--- config.mk ---
export PLATFORM = sky130hd
export DESIGN_NAME = matrix_result_sink
export DESIGN_NICKNAME = d
export VERILOG_FILES = /design/src/rtl/matrix_mult_pkg.sv /design/src/rtl/matrix_reg_file.sv /design/src/rtl/matrix_result_sink.sv
export SDC_FILE = /design/constraint.sdc
export NUM_CORES = 1
export LEC_CHECK = 0
export BUFFER_PORTS_ARGS = -buffer_cell sky130_fd_sc_hd__buf_2
export CAP_MARGIN = 20
export CORE_UTILIZATION = 30
export DETAILED_ROUTE_END_ITERATION = 12
export PLACE_DENSITY = 0.47
export SLEW_MARGIN = 20
export SYNTH_ARGS = -nofsm -noshare
export SYNTH_HDL_FRONTEND = slang
export SYNTH_HIERARCHICAL = 1
export SYNTH_SLANG_ARGS = --single-unit
--- constraint.sdc ---
create_clock -name clk -period 6.65 [get_ports clk]
set_input_delay 0.665 -clock clk [delete_from_list [all_inputs] [get_ports clk]]
set_output_delay 0.665 -clock clk [all_outputs]
set_load 0.005 [all_outputs]
--- src/rtl/matrix_mult_pkg.sv ---
// Shared definitions for the matrix multiplier and its result sink.
// The state encodings and port widths are common to both blocks.
package matrix_mult_pkg;
  localparam int IW = 5;
  localparam int DW = 32;

  typedef enum logic [1:0] {
    S_IDLE    = 2'd0,
    S_COLLECT = 2'd1,
    S_DRAIN   = 2'd2,
    S_DONE    = 2'd3
  } state_t;
endpackage

--- src/rtl/matrix_reg_file.sv ---
// m*m x DW result storage, row-major addressed.
// It has one synchronous write port, one combinational read port and a synchronous clear.
module matrix_reg_file #(
  parameter int m  = 4,
  parameter int DW = 32,
  parameter int IW = 5
) (
  input  logic          clk,
  input  logic          clr,
  input  logic          we,
  input  logic [IW-1:0] wi,
  input  logic [IW-1:0] wj,
  input  logic [DW-1:0] wdata,
  input  logic [IW-1:0] ri,
  input  logic [IW-1:0] rj,
  output logic [DW-1:0] rdata
);
  localparam int N  = m * m;
  localparam int AW = (N > 1) ? $clog2(N) : 1;

  logic [DW-1:0] mem [N];
  logic [AW-1:0] waddr;
  logic [AW-1:0] raddr;

  assign waddr = AW'(int'(wi) * m + int'(wj));
  assign raddr = AW'(int'(ri) * m + int'(rj));
  assign rdata = mem[raddr];

  // Clear has priority so a restart never keeps stale partial sums.
  always_ff @(posedge clk) begin
    if (clr) begin
      for (int k = 0; k < N; k++) mem[k] <= '0;
    end else if (we) begin
      mem[waddr] <= wdata;
    end
  end
endmodule

--- src/rtl/matrix_result_sink.sv ---
// Collects strobed results from the sequential multiplier into a register array.
// It then streams the finished matrix out in row-major order over valid/ready.
module matrix_result_sink #(
  parameter int m  = 4,
  parameter int DW = 32,
  parameter int IW = 5
) (
  input  logic          clk,
  input  logic          rst,
  input  logic          start,
  input  logic [DW-1:0] z_in,
  input  logic [IW-1:0] z_i,
  input  logic [IW-1:0] z_j,
  input  logic          z_stb,
  output logic          z_ack,
  input  logic          mul_done,
  output logic [DW-1:0] out_data,
  output logic [IW-1:0] out_i,
  output logic [IW-1:0] out_j,
  output logic          out_valid,
  input  logic          out_ready,
  output logic          out_last,
  output logic          busy,
  output logic          idx_err,
  output logic [15:0]   wr_count
);
  import matrix_mult_pkg::*;

  // One extra bit so m=32 is representable in the range comparison.
  localparam logic [IW:0]   M_EXT  = (IW+1)'(m);
  localparam logic [IW-1:0] M_LAST = IW'(m - 1);

  state_t        state;
  state_t        state_nxt;
  logic          xfer;
  logic          in_range;
  logic          start_clr;
  logic          hs_last;
  logic          load;
  logic [IW-1:0] rd_i;
  logic [IW-1:0] rd_j;
  logic [DW-1:0] rd_data;

  assign in_range  = ({1'b0, z_i} < M_EXT) && ({1'b0, z_j} < M_EXT);
  assign xfer      = (state == S_COLLECT) && z_stb && !z_ack;
  assign start_clr = start && ((state == S_IDLE) || (state == S_DONE));
  assign hs_last   = out_valid && out_ready && out_last;
  assign load      = (state == S_DRAIN) && (!out_valid || out_ready) && !hs_last;

  matrix_reg_file #(.m(m), .DW(DW), .IW(IW)) u_reg_file (
    .clk   (clk),
    .clr   (rst || start_clr),
    .we    (xfer && in_range),
    .wi    (z_i),
    .wj    (z_j),
    .wdata (z_in),
    .ri    (rd_i),
    .rj    (rd_j),
    .rdata (rd_data)
  );

  always_ff @(posedge clk) begin
    if (rst) state <= S_IDLE;
    else     state <= state_nxt;
  end

  always_comb begin
    state_nxt = state;
    case (state)
      S_IDLE:    if (start)    state_nxt = S_COLLECT;
      S_COLLECT: if (mul_done) state_nxt = S_DRAIN;
      S_DRAIN:   if (hs_last)  state_nxt = S_DONE;
      S_DONE:    if (start)    state_nxt = S_COLLECT;
      default:                 state_nxt = S_IDLE;
    endcase
  end

  always_comb begin
    busy = (state == S_COLLECT) || (state == S_DRAIN);
  end

  // Capture stage: ack is high for exactly one cycle, which blocks the next capture.
  always_ff @(posedge clk) begin
    if (rst) begin
      z_ack    <= 1'b0;
      wr_count <= '0;
      idx_err  <= 1'b0;
    end else begin
      z_ack <= xfer;
      if (start_clr) begin
        wr_count <= '0;
        idx_err  <= 1'b0;
      end else if (xfer) begin
        if (wr_count != 16'hFFFF) wr_count <= wr_count + 16'd1;
        if (!in_range) idx_err <= 1'b1;
      end
    end
  end

  // Drain stage: rd_i/rd_j point at the element to present next.
  always_ff @(posedge clk) begin
    if (rst) begin
      rd_i      <= '0;
      rd_j      <= '0;
      out_data  <= '0;
      out_i     <= '0;
      out_j     <= '0;
      out_valid <= 1'b0;
      out_last  <= 1'b0;
    end else if ((state == S_COLLECT) && mul_done) begin
      rd_i <= '0;
      rd_j <= '0;
    end else if (load) begin
      out_data  <= rd_data;
      out_i     <= rd_i;
      out_j     <= rd_j;
      out_valid <= 1'b1;
      out_last  <= (rd_i == M_LAST) && (rd_j == M_LAST);
      if (rd_j == M_LAST) begin
        rd_j <= '0;
        rd_i <= rd_i + 1'b1;
      end else begin
        rd_j <= rd_j + 1'b1;
      end
    end else if (hs_last) begin
      out_valid <= 1'b0;
      out_last  <= 1'b0;
    end
  end
endmodule

==> qor.yml, run 1 <==
core_mm2: 0.0873
rsz0062_at_grt: "false"
seq_area_frac_synth_pct: 63.3
tns_ps: 0
start_util_pct: 30.5
multiInputGateArea_mm2: 0.00901
critPathMaxFanout: 33
r2r_slack_ps: 2760
async_flop_share_pct: 0
outcome: "finished clean"
clockBufferDepth: 3
synth.area.mux_share_pct: 14.5
power.density_mw_per_mm2: 351
root_buffer: "clkbuf_16"
syn_to_final_growth_pct: 13.9
cp.required_ps: 6860
die-area_mm2: 0.0899
drt_iter0_markers: 1324
cts_sinks: 586
fillers: 8427
synth-seq-cells: 586
drive_gt1_share_pct: 21.1
grt_pass1_wl_um: 107000
synthSimpleGateAreaFrac_pct: 16.3
viasPerCell: 4.78
synth-main-ff-cell: "edfxtp_1"
yosysWarnings: 6
avgRoutedWirePerCell_um: 24.5
holdPathStages: 5
vias: 14700
critPathSlowestCell: "or2_2"
syn_inst: 1792
synth_fa_ha_area_share_pct: 0.329
gp_congestion: 0.792
hpwlAfterDp_um: 46600
vdd_drop_max_mv: 0.171
synth_xor_area_share_pct: 0.310
cts_tree: "yes"
antenna_left: 0
drv_cap: 0
final_cell_mix: "513 x and2_1, 512 x edfxtp_1, 128 x mux4_2"
cts_buffers: 66
worstRegToRegCells: 8
dpl_worst_slack_ps: 2620
cts_hold_buf: 0
chipHeight_um: 300
drc_errors: 0
min_period_ps: 3890
cp_cell_sequence: "inv_1 > ha_1 > nand3b_2 > nor2_1 > nand4b_1 > nor3_4 > buf_4 > or2_2"
fin_crit_sh_pct: 58.4
synth_area_per_cell_um2: 14.9
max_slew_margin_pct: 26.2
hp-class: "in2reg"
cts_max_level: 3
portBuffers: 110
layout_commonest_cell: "and2_1"
critPathMaxStageDelay_ps: 810
synth.distinct_cells: 53
fp-row-count: 108
fin_ws_ps: 2760
fin_nets: 1913
seq_area_mm2: 0.0169
synth-edff-count: 512
setup-violations-final: 0
fmax_mhz: 257
wl_um: 75200
io_pins: 111
arrival_ps: 4100
grt_pass1_vias: 14900
start_kind: "register"
grt.overflow.total: 0
slew_viol_final: 0
synth_top_family_by_area: "simple AND/OR/NAND/NOR gates"
first_pass_iters: 5
netlist_area_mm2: 0.0266
hold_viol_final: 0
tightest_slew_ps: 1110
post_cts_buffers: 0
clk_pin_slew_ps: 60
synth_compound_area_share_pct: 2.14
syn_nets: 1847
cts_resized: 0
antenna_found_initial: 12
clk_latency_ps: 590
grt_usage_pct: 16.8
die_width_um: 300
grt_start_max_net_pins: 80
skew_ps: 18.5
setup.worst_path.class: "reg2reg"
leakage_nw: 11.0
cp-end-kind: "register"
==> cells by family (layout without fill, tap and decap cells) <==
group | after synthesis | count (layout)
buffers and inverters | 150 | 267
DFF | 586 | 586
AOI/OAI and AO/OA | 100 | 100
xor gates and xnor gates | 6 | 6
adders and majority gates | 7 | 7
other | 0 | 10
muxes | 225 | 225
and+or+nand+nor | 718 | 718
==> where the power goes <==
group	switching, mW	total, mW	internal, mW	leakage, nW
Sequential	0.243	5.10	4.86	6.13
Clock	1.46	3.66	2.19	1.04
Combinational	1.19	1.88	0.695	3.86
==> state kept, by name, indices dropped and copies added, names as in the netlist <==
name	count
idx_err	1
out_data	32
out_i	5
out_j	5
out_last	1
out_valid	1
rd_i	5
rd_j	5
state	2
u_reg_file/mem	512
wr_count	16
z_ack	1
==> synth_stat cells, drive strengths merged, types with 10 or more instances <==
| cell type | count | area [um^2] |
|---|---|---|
| edfxtp | 512 | 15400 |
| nand2 | 103 | 387 |
| nor3 | 21 | 235 |
| and2 | 513 | 3210 |
| buf | 80 | 552 |
| mux2i | 97 | 971 |
| clkbuf | 61 | 229 |
| mux4 | 128 | 2880 |
| nor2 | 12 | 45.0 |
| dfxtp | 74 | 1480 |
| or4 | 10 | 82.6 |
| o21ai | 11 | 55.1 |
| a21oi | 67 | 335 |
| or2 | 18 | 113 |
==> final timing paths <==
check	start	end
max	state[1]	u_reg_file/mem[11][1]
min	z_i[4]	idx_err
max reg2reg	state[1]	u_reg_file/mem[11][1]
min reg2reg	out_data[16]	out_data[16]
==> layout make-up <==
type / instances / area share, %
inverter: 9 / 0.111
clock inverter: 32 / 1.11
antenna: 10 / 0.0825
sequential: 586 / 55.6
clock buffer: 87 / 5.98
multi-input combinational: 1056 / 29.7
tap: 1155 / 4.77
timing repair buffer: 139 / 2.62
==> layer usage <==
metal | wire [um] | vias to the layer above | GRT usage [%]
li1 | - | 6713 | -
met1 | 33000 | 7474 | 22.8
met2 | 35500 | 391 | 27.1
met3 | 4760 | 98 | 3.09
met4 | 1900 | 8 | 5.62
met5 | 44 | - | 0
==> per-stage QoR <==
step | hold WS [ps] | cells | util [%] | power [mW] | instance area (um^2)
after floorplan | 448 | 1792 | - | 6.24 | 26600
after global placement | 442 | 2945 | 32.2 | 7.08 | 28100
after detailed placement | 445 | 2945 | 32.2 | 7.11 | 28100
after CTS | 400 | 3064 | 34.7 | 10.8 | 30300
after global routing | 438 | 3064 | 34.7 | 11.1 | 30300
final | 437 | 3074 | 34.7 | 10.6 | 30300
==> worst max-delay path: cells and delay by family, from the launching register on <==
family | cells | cell delay, ps
flops | 1 | 310
simple gates | 5 | 2480
fa+ha+maj | 1 | 240
buf+inv | 2 | 450
(Power assumes the default switching activity.)
==> run 2: changes to the inputs <==
--- a/config.mk
+++ b/config.mk
@@ -9,7 +9,7 @@
 export CAP_MARGIN = 20
 export CORE_UTILIZATION = 30
 export DETAILED_ROUTE_END_ITERATION = 12
-export PLACE_DENSITY = 0.47
+export PLACE_DENSITY = 0.48
 export SLEW_MARGIN = 20
 export SYNTH_ARGS = -nofsm -noshare
 export SYNTH_HDL_FRONTEND = slang
==> constraint.sdc (replaced) <==
create_clock -name clk -period 3.5 [get_ports clk]
set_input_delay 0.35 -clock clk [delete_from_list [all_inputs] [get_ports clk]]
set_output_delay 0.35 -clock clk [all_outputs]
set_load 0.005 [all_outputs]
==> run 2 against run 1 <==
Count of clock-buffer cells in the layout is 7 higher. Sequential share of layout area is 0.90 points lower. Worst hold slack worse by 350 ps. Clock power is 87% higher. Critical path depth is 1 higher. Critical path type unchanged. Critical endpoint is now u_reg_file/mem[6][24]. Combinational power is 91% higher.
==> qor.yml, run 2 (same netlist as run 1, synthesis figures left out) <==
fp-row-count: 108  # unchanged
drv_cap: 0  # unchanged
antenna_found_initial: 3  # was 12
fin_ws_ps: 355  # was 2760 ps
drive_gt1_share_pct: 23.1  # was 21.1%
io_pins: 111  # unchanged
finish.instance_area_mm2: 0.0308  # was 0.0303 mm^2
dp_cells: 2985  # was 2945
dpl_cell_area_mm2: 0.0287  # was 0.0281 mm^2
hp-class: "in2reg"  # unchanged
holdCritStartpoint: "z_i[4]"  # unchanged
grt.overflow.total: 0  # unchanged
drt_iter0_markers: 1070  # was 1324
cts_tree: "yes"  # unchanged
tightest_slew_ps: 865  # was 1110 ps
holdPathStages: 5  # unchanged
antenna_left: 0  # unchanged
fin_crit_sh_pct: 89.9  # was 58.4%
final_cell_mix: "513 x and2_1, 512 x edfxtp_1, 128 x mux4_2"  # unchanged
syn_to_final_growth_pct: 15.8  # was 13.9%
power.density_mw_per_mm2: 652  # was 351 mW/mm^2
gp_congestion: 0.763  # was 0.792
start_util_pct: 30.5  # unchanged
drc_errors: 0  # unchanged
setup-violations-final: 0  # unchanged
viasPerCell: 4.78  # about the same
core_mm2: 0.0873  # unchanged
reg2reg_from: "state[0]"  # was state[1]
clk_latency_ps: 620  # was 590 ps
skew_ps: 21.3  # was 18.5 ps
worstHoldEndpoint: "idx_err"  # unchanged
top_regs: "u_reg_file/mem x512, out_data x32, wr_count x16"  # unchanged
holdWs_ps: 85.8  # was 437 ps
wl_um: 72300  # was 75200 um
total_power_mw: 20.1  # was 10.6 mW
leakage_nw: 11.3  # was 11.0 nW
setup.worst_path.class: "reg2reg"  # unchanged
cp.required_ps: 3800  # was 6860 ps
chipHeight_um: 300  # unchanged
root_buffer: "clkbuf_16"  # unchanged
arrival_ps: 3440  # was 4100 ps
tns_ps: 0  # unchanged
largest-register: "u_reg_file/mem"  # unchanged
critPathSlowestCell: "or2_2"  # unchanged
dpl_worst_slack_ps: 384  # was 2620 ps
max_slew_margin_pct: 42.3  # was 26.2%
critPathMaxStageDelay_ps: 600  # was 810 ps
fin_nets: 1956  # was 1913
vias: 14900  # was 14700
post-route-util_pct: 35.3  # was 34.7%
cp-end-kind: "register"  # unchanged
outcome: "finished clean"  # unchanged
layout_commonest_cell: "and2_1"  # unchanged
rsz0062_at_grt: "false"  # unchanged
vdd_drop_max_mv: 0.373  # was 0.171 mV
cts_max_level: 3  # unchanged
hold_viol_final: 0  # unchanged
worstRegToRegCells: 9  # was 8
min_period_ps: 3150  # was 3890 ps
largest_register_ffs: 512  # unchanged
cts_sinks: 586  # unchanged
die_width_um: 300  # unchanged
worst_r2r_endpoint: "u_reg_file/mem[6][24]"  # was u_reg_file/mem[11][1]
cts_resized: 0  # unchanged
grt_start_max_net_pins: 49  # was 80
grt_pass1_vias: 15300  # was 14900
grt_usage_pct: 16.1  # was 16.8%
path_common_cell: "inv_1"
cts_buffers: 69  # was 66
first_pass_iters: 5  # unchanged
clk_pin_slew_ps: 60  # about the same
critPathMaxFanout: 20  # was 33
die-area_mm2: 0.0899  # unchanged
start_kind: "register"  # unchanged
cts_hold_buf: 0  # unchanged
hpwlAfterDp_um: 43500  # was 46600 um
slew_viol_final: 0  # unchanged
cp_cell_sequence: "inv_1 > ha_1 > a21oi_1 > inv_1 > nand4bb_1 > buf_4 > nor3_4 > or2_2 > buf_12"  # was inv_1 > ha_1 > nand3b_2 > nor2_1 > nand4b_1 > nor3_4 > buf_4 > or2_2
grt_pass1_wl_um: 106000  # was 107000 um
portBuffers: 110  # unchanged
clockBufferDepth: 3  # unchanged
fin_cells: 3113  # was 3074
fmax_mhz: 318  # was 257 MHz
post_cts_buffers: 0  # unchanged
r2r_slack_ps: 350  # was 2760 ps
avgRoutedWirePerCell_um: 23.2  # was 24.5 um
-- run 2: cell count changes in the layout (fill, tap and decap cells not counted) --
cell,delta
buf_4,+22
inv_6,+2
buf_12,+18
clkinvlp_4,-2
diode_2,-8
clkbuf_1,+5
clkinv_8,+4
bufinv_16,-5
clkinv_1,-6
clkinv_2,+6
clkbuf_8,+2
inv_16,+1
-- run 2: worst max path at each step --
stage / from / to / slack [ps] / depth (start not counted)
2_1_floorplan: state[0] / u_reg_file/mem[10][0] / 430 / 9
3_3_place_gp: state[0] / u_reg_file/mem[0][4] / 370 / 8
3_5_place_dp: state[0] / u_reg_file/mem[0][2] / 380 / 8
4_1_cts: state[0] / u_reg_file/mem[0][25] / 370 / 8
5_1_grt: state[0] / u_reg_file/mem[15][25] / 190 / 9
6_report: state[0] / u_reg_file/mem[6][24] / 350 / 9
-- run 2: layout make-up --
type                    count  area, um^2
diodes                      2        5.00
clock inverters            32         282
inverters                   9        33.8
fillers                  8395       56500
clock buffers              94        1860
multi-input cells        1056        9010
flip-flops and latches    586       16900
well taps                1155        1450
repair buffers            179        1320
-- run 2: critical path: cells and delay by family (launching register included) --
kind                     cells  cell delay [ps]
AO/OA/AOI/OAI                1              220
adder cells (fa/ha/maj)      1              330
buffers and inverters        4              880
flip-flops                   1              350
AND/OR/NAND/NOR              3             1020
-- run 2: power breakdown --
group          total [mW]  switching (mW)  internal, mW  leakage [nW]
combinational        3.59            2.06          1.53          4.13
sequential           9.68           0.471          9.21          6.13
clock                6.83            2.91          3.92          1.05
total                20.1            5.44          14.7          11.3
-- run 2: routing by layer --
| metal | part of all wire [%] | GRT usage (%) | vias up |
|---|---|---|---|
| met5 | 0 | 0 | - |
| met4 | 1.8 | 4.59 | 0 |
| met3 | 4.6 | 2.81 | 68 |
| met2 | 47 | 26.1 | 313 |
| met1 | 46 | 22.2 | 7697 |
| li1 | - | - | 6793 |
==> run 3: changes to the inputs <==
--- a/config.mk
+++ b/config.mk
@@ -13,5 +13,4 @@
 export SLEW_MARGIN = 20
 export SYNTH_ARGS = -nofsm -noshare
 export SYNTH_HDL_FRONTEND = slang
-export SYNTH_HIERARCHICAL = 1
 export SYNTH_SLANG_ARGS = --single-unit
==> run 3 against run 2 <==
Routed wire length rose by 4.0%. Critical path depth did not move. Largest power group unchanged. Combinational power fell by 1%. Count of clock-buffer cells in the layout fell by 10. Global-route usage rose by 0.88 points. Die area fell by 1.2%.
==> qor.yml, run 3 <==
outcome: "finished clean"  # unchanged
vdd_drop_max_mv: 0.303  # was 0.373 mV
crit_family: "simple AND/OR/NAND/NOR gates"  # unchanged
critPathMaxStageDelay_ps: 390  # was 600 ps
power.density_mw_per_mm2: 646  # was 652 mW/mm^2
worst_r2r_endpoint: "u_reg_file.mem[11][20]"  # was u_reg_file/mem[6][24]
reg2reg_from: "state[0]"  # unchanged
cp-end-kind: "register"  # unchanged
synth_fa_ha_area_share_pct: 0.333  # was 0.329%
largest-register: "u_reg_file.mem"  # was u_reg_file/mem
holdWs_ps: 118  # was 85.8 ps
cts_buffers: 67  # was 69
hpwlAfterDp_um: 44100  # was 43500 um
final_cell_mix: "512 x edfxtp_1, 482 x and2_1, 128 x mux4_2"  # was 513 x and2_1, 512 x edfxtp_1, 128 x mux4_2
synth-seq-cells: 586  # unchanged
first_pass_iters: 5  # unchanged
p_int_mw: 14.3  # was 14.7 mW
slew_viol_final: 0  # unchanged
max_slew_margin_pct: 22.4  # was 42.3%
die_width_um: 298  # was 300 um
gp_congestion: 0.756  # was 0.763
layout_commonest_cell: "edfxtp_1"  # was and2_1
p_comb_share_pct: 18.0  # was 17.9%
seq_area_frac_synth_pct: 64.1  # was 63.3%
top_layer_used: "met4"  # unchanged
largest_register_ffs: 512  # unchanged
start_kind: "register"  # unchanged
setup.worst_path.class: "reg2reg"  # unchanged
synth_compound_area_share_pct: 2.19  # was 2.14%
fin_crit_sh_pct: 85.7  # was 89.9%
netlist_area_mm2: 0.0263  # was 0.0266 mm^2
syn_inst: 1731  # was 1792
fin_nets: 1883  # was 1956
grt_start_max_net_pins: 65  # was 49
cts_hold_buf: 0  # unchanged
grt.overflow.total: 0  # unchanged
syn_to_final_growth_pct: 16.0  # was 15.8%
synth-edff-count: 512  # unchanged
synth_xor_area_share_pct: 0.828  # was 0.310%
pwr-share-seq_pct: 48.4  # was 48.1%
min_period_ps: 3000  # was 3150 ps
ys_top_cells_by_count: "512 x edfxtp_1, 482 x and2_1, 128 x mux4_2"  # was 513 x and2_1, 512 x edfxtp_1, 128 x mux4_2
clk_pin_slew_ps: 60  # about the same
multiInputGateArea_mm2: 0.00893  # was 0.00901 mm^2
top_regs: "u_reg_file.mem x512, out_data x32, wr_count x16"  # was u_reg_file/mem x512, out_data x32, wr_count x16
synth_area_per_cell_um2: 15.2  # was 14.9 um^2
drv_cap: 0  # unchanged
async_flop_share_pct: 0  # unchanged
tns_ps: 0  # unchanged
swShare_pct: 27.4  # was 27.1%
critPathBufInv: 3  # was 4
chipHeight_um: 298  # was 300 um
dpl_cell_area_mm2: 0.0285  # was 0.0287 mm^2
holdCritStartpoint: "z_stb"  # was z_i[4]
holdPathStages: 3  # was 5
viasPerCell: 4.85  # was 4.78
fp-row-count: 108  # unchanged
worstRegToRegCells: 9  # unchanged
synth.most_common_cell: "edfxtp_1"  # was and2_1
yosysTopAreaCell: "edfxtp_1"  # unchanged
synthSimpleGateAreaFrac_pct: 16.2  # was 16.3%
wl_um: 75200  # was 72300 um
seq_area_mm2: 0.0169  # unchanged
synth_top_area_share_pct: 58.5  # was 57.8%
die-area_mm2: 0.0888  # was 0.0899 mm^2
fillers: 8365  # was 8395
yosysWarnings: 0  # was 6
rsz0062_at_grt: "false"  # unchanged
hp-class: "in2reg"  # unchanged
cts_tree: "yes"  # unchanged
met3_wirelength_um: 3530  # was 3320 um
grt_usage_pct: 17.0  # was 16.1%
core_mm2: 0.0868  # was 0.0873 mm^2
wirelength_met1_um: 32500  # was 33300 um
start_util_pct: 30.3  # was 30.5%
fmax_mhz: 334  # was 318 MHz
syn_nets: 1786  # was 1847
finish.instance_area_mm2: 0.0305  # was 0.0308 mm^2
cts_max_level: 3  # unchanged
p_switching_mw: 5.41  # was 5.44 mW
io_pins: 111  # unchanged
critPathMaxFanout: 22  # was 20
leakage_nw: 11.7  # was 11.3 nW
avgRoutedWirePerCell_um: 24.8  # was 23.2 um
wl_met2_um: 37400  # was 34300 um
portBuffers: 110  # unchanged
arrival_ps: 3460  # was 3440 ps
drt_iter0_markers: 1192  # was 1070
drc_errors: 0  # unchanged
cp.required_ps: 3960  # was 3800 ps
post_cts_buffers: 0  # unchanged
cp_cell_sequence: "inv_1 > ha_1 > a21oi_4 > and4_4 > nand3_2 > buf_4 > nor2_2 > buf_4 > and2_1"  # was inv_1 > ha_1 > a21oi_1 > inv_1 > nand4bb_1 > buf_4 > nor3_4 > or2_2 > buf_12
tightest_slew_ps: 1160  # was 865 ps
worstHoldEndpoint: "z_ack"  # was idx_err
critPathSlowestCell: "nor2_2"  # was or2_2
grt_pass1_wl_um: 109000  # was 106000 um
r2r_slack_ps: 500  # was 350 ps
path_common_cell: "buf_4"  # was inv_1
antenna_left: 0  # unchanged
p_clk_share_pct: 33.6  # was 34.0%
vias: 14700  # was 14900
skew_ps: 25.6  # was 21.3 ps
drive_gt1_share_pct: 24.0  # was 23.1%
clockBufferDepth: 3  # unchanged
clk_latency_ps: 610  # was 620 ps
setup-violations-final: 0  # unchanged
synth_top_family_by_area: "simple AND/OR/NAND/NOR gates"  # unchanged
cts_resized: 0  # unchanged
grt_pass1_vias: 15400  # was 15300
cts_sinks: 586  # unchanged
hold_viol_final: 0  # unchanged
antenna_found_initial: 6  # was 3
synth.area.mux_share_pct: 13.5  # was 14.5%
yosys-top-cells-area: "edfxtp_1 58%, and2_1 11%, mux4_2 11%, dfxtp_1 5.6%, mux2i_1 2.5%"  # was edfxtp_1 58%, and2_1 12%, mux4_2 11%, dfxtp_1 5.6%, mux2i_1 3.6%
synth-main-ff-cell: "edfxtp_1"  # unchanged
root_buffer: "clkbuf_16"  # unchanged
synth.distinct_cells: 53  # unchanged
critPathLaunch: "state[0]"  # unchanged
-- run 3: changes by cell type after synthesis, sizes merged, moves of 11 or more --
cell    delta
nand2     -69
or2       -17
o221ai    +32
and2      -31
nor2      +35
a21oi     -42
xnor2     +14
nand3b    +35
nor3      -15
clkbuf    +11
and3      +35
mux2i     -31
-- run 3: stage by stage --
stage          utilization (%)  instances  worst slack, ps  power (mW)
2_1_floorplan                -       1731             -752        11.8
3_3_place_gp              32.8       2914              293        13.3
3_5_place_dp              32.8       2914              249        13.4
4_1_cts                   35.1       3034              452        20.0
5_1_grt                   35.2       3036              341        20.5
6_report                  35.2       3037              502        19.7
-- run 3: routing by layer --
layer / global-route usage [%] / vias up
met5: 0 / -
met4: 5.26 / 0
met3: 2.54 / 94
met2: 29.1 / 379
met1: 22.1 / 7648
li1: - / 6607
-- run 3: power groups by stage --
stage	clock [mW]	sequential [mW]	combinational [mW]
6_report	6.62	9.54	3.55
5_1_grt	7.05	9.67	3.80
4_1_cts	6.80	9.56	3.66
3_5_place_dp	0	9.69	3.66
3_3_place_gp	0	9.63	3.63
2_1_floorplan	0	9.58	2.19
-- run 3: layout make-up --
type / count / area share [%]
Clock inverter: 36 / 0.845
Sequential cell: 586 / 55.3
Antenna cell: 3 / 0.0246
Timing Repair Buffer: 175 / 3.94
Multi-Input combinational cell: 992 / 29.3
Tap cell: 1155 / 4.74
Inverter: 6 / 0.0738
Clock buffer: 84 / 5.80
-- run 3: cells by family (layout without fill, tap and decap cells) --
group                      count (synthesis)  in the layout
muxes                                    194            194
xor gates and xnor gates                  24             24
and+or+nand+nor                          682            682
DFF                                      586            586
adders and majority gates                  7              7
AOI/OAI and AO/OA                         85             85
buffers and inverters                    153            301
other                                      0              3
-- run 3: worst max path at each step --
stage,to,cells after the start
after CTS,u_reg_file.mem[11][20],9
final,u_reg_file.mem[11][20],9
after floorplan,u_reg_file.mem[11][0],7
after global placement,u_reg_file.mem[6][5],8
after global routing,u_reg_file.mem[11][24],9
after detailed placement,u_reg_file.mem[11][20],8
-- run 3: worst reg2reg max path: stages (launching register included) --
cell     delay [ps]
dfxtp_1         360
inv_1            60
ha_1            370
a21oi_4         260
and4_4          340
nand3_2         260
buf_4           270
nor2_2          390
buf_4           380
and2_1          190
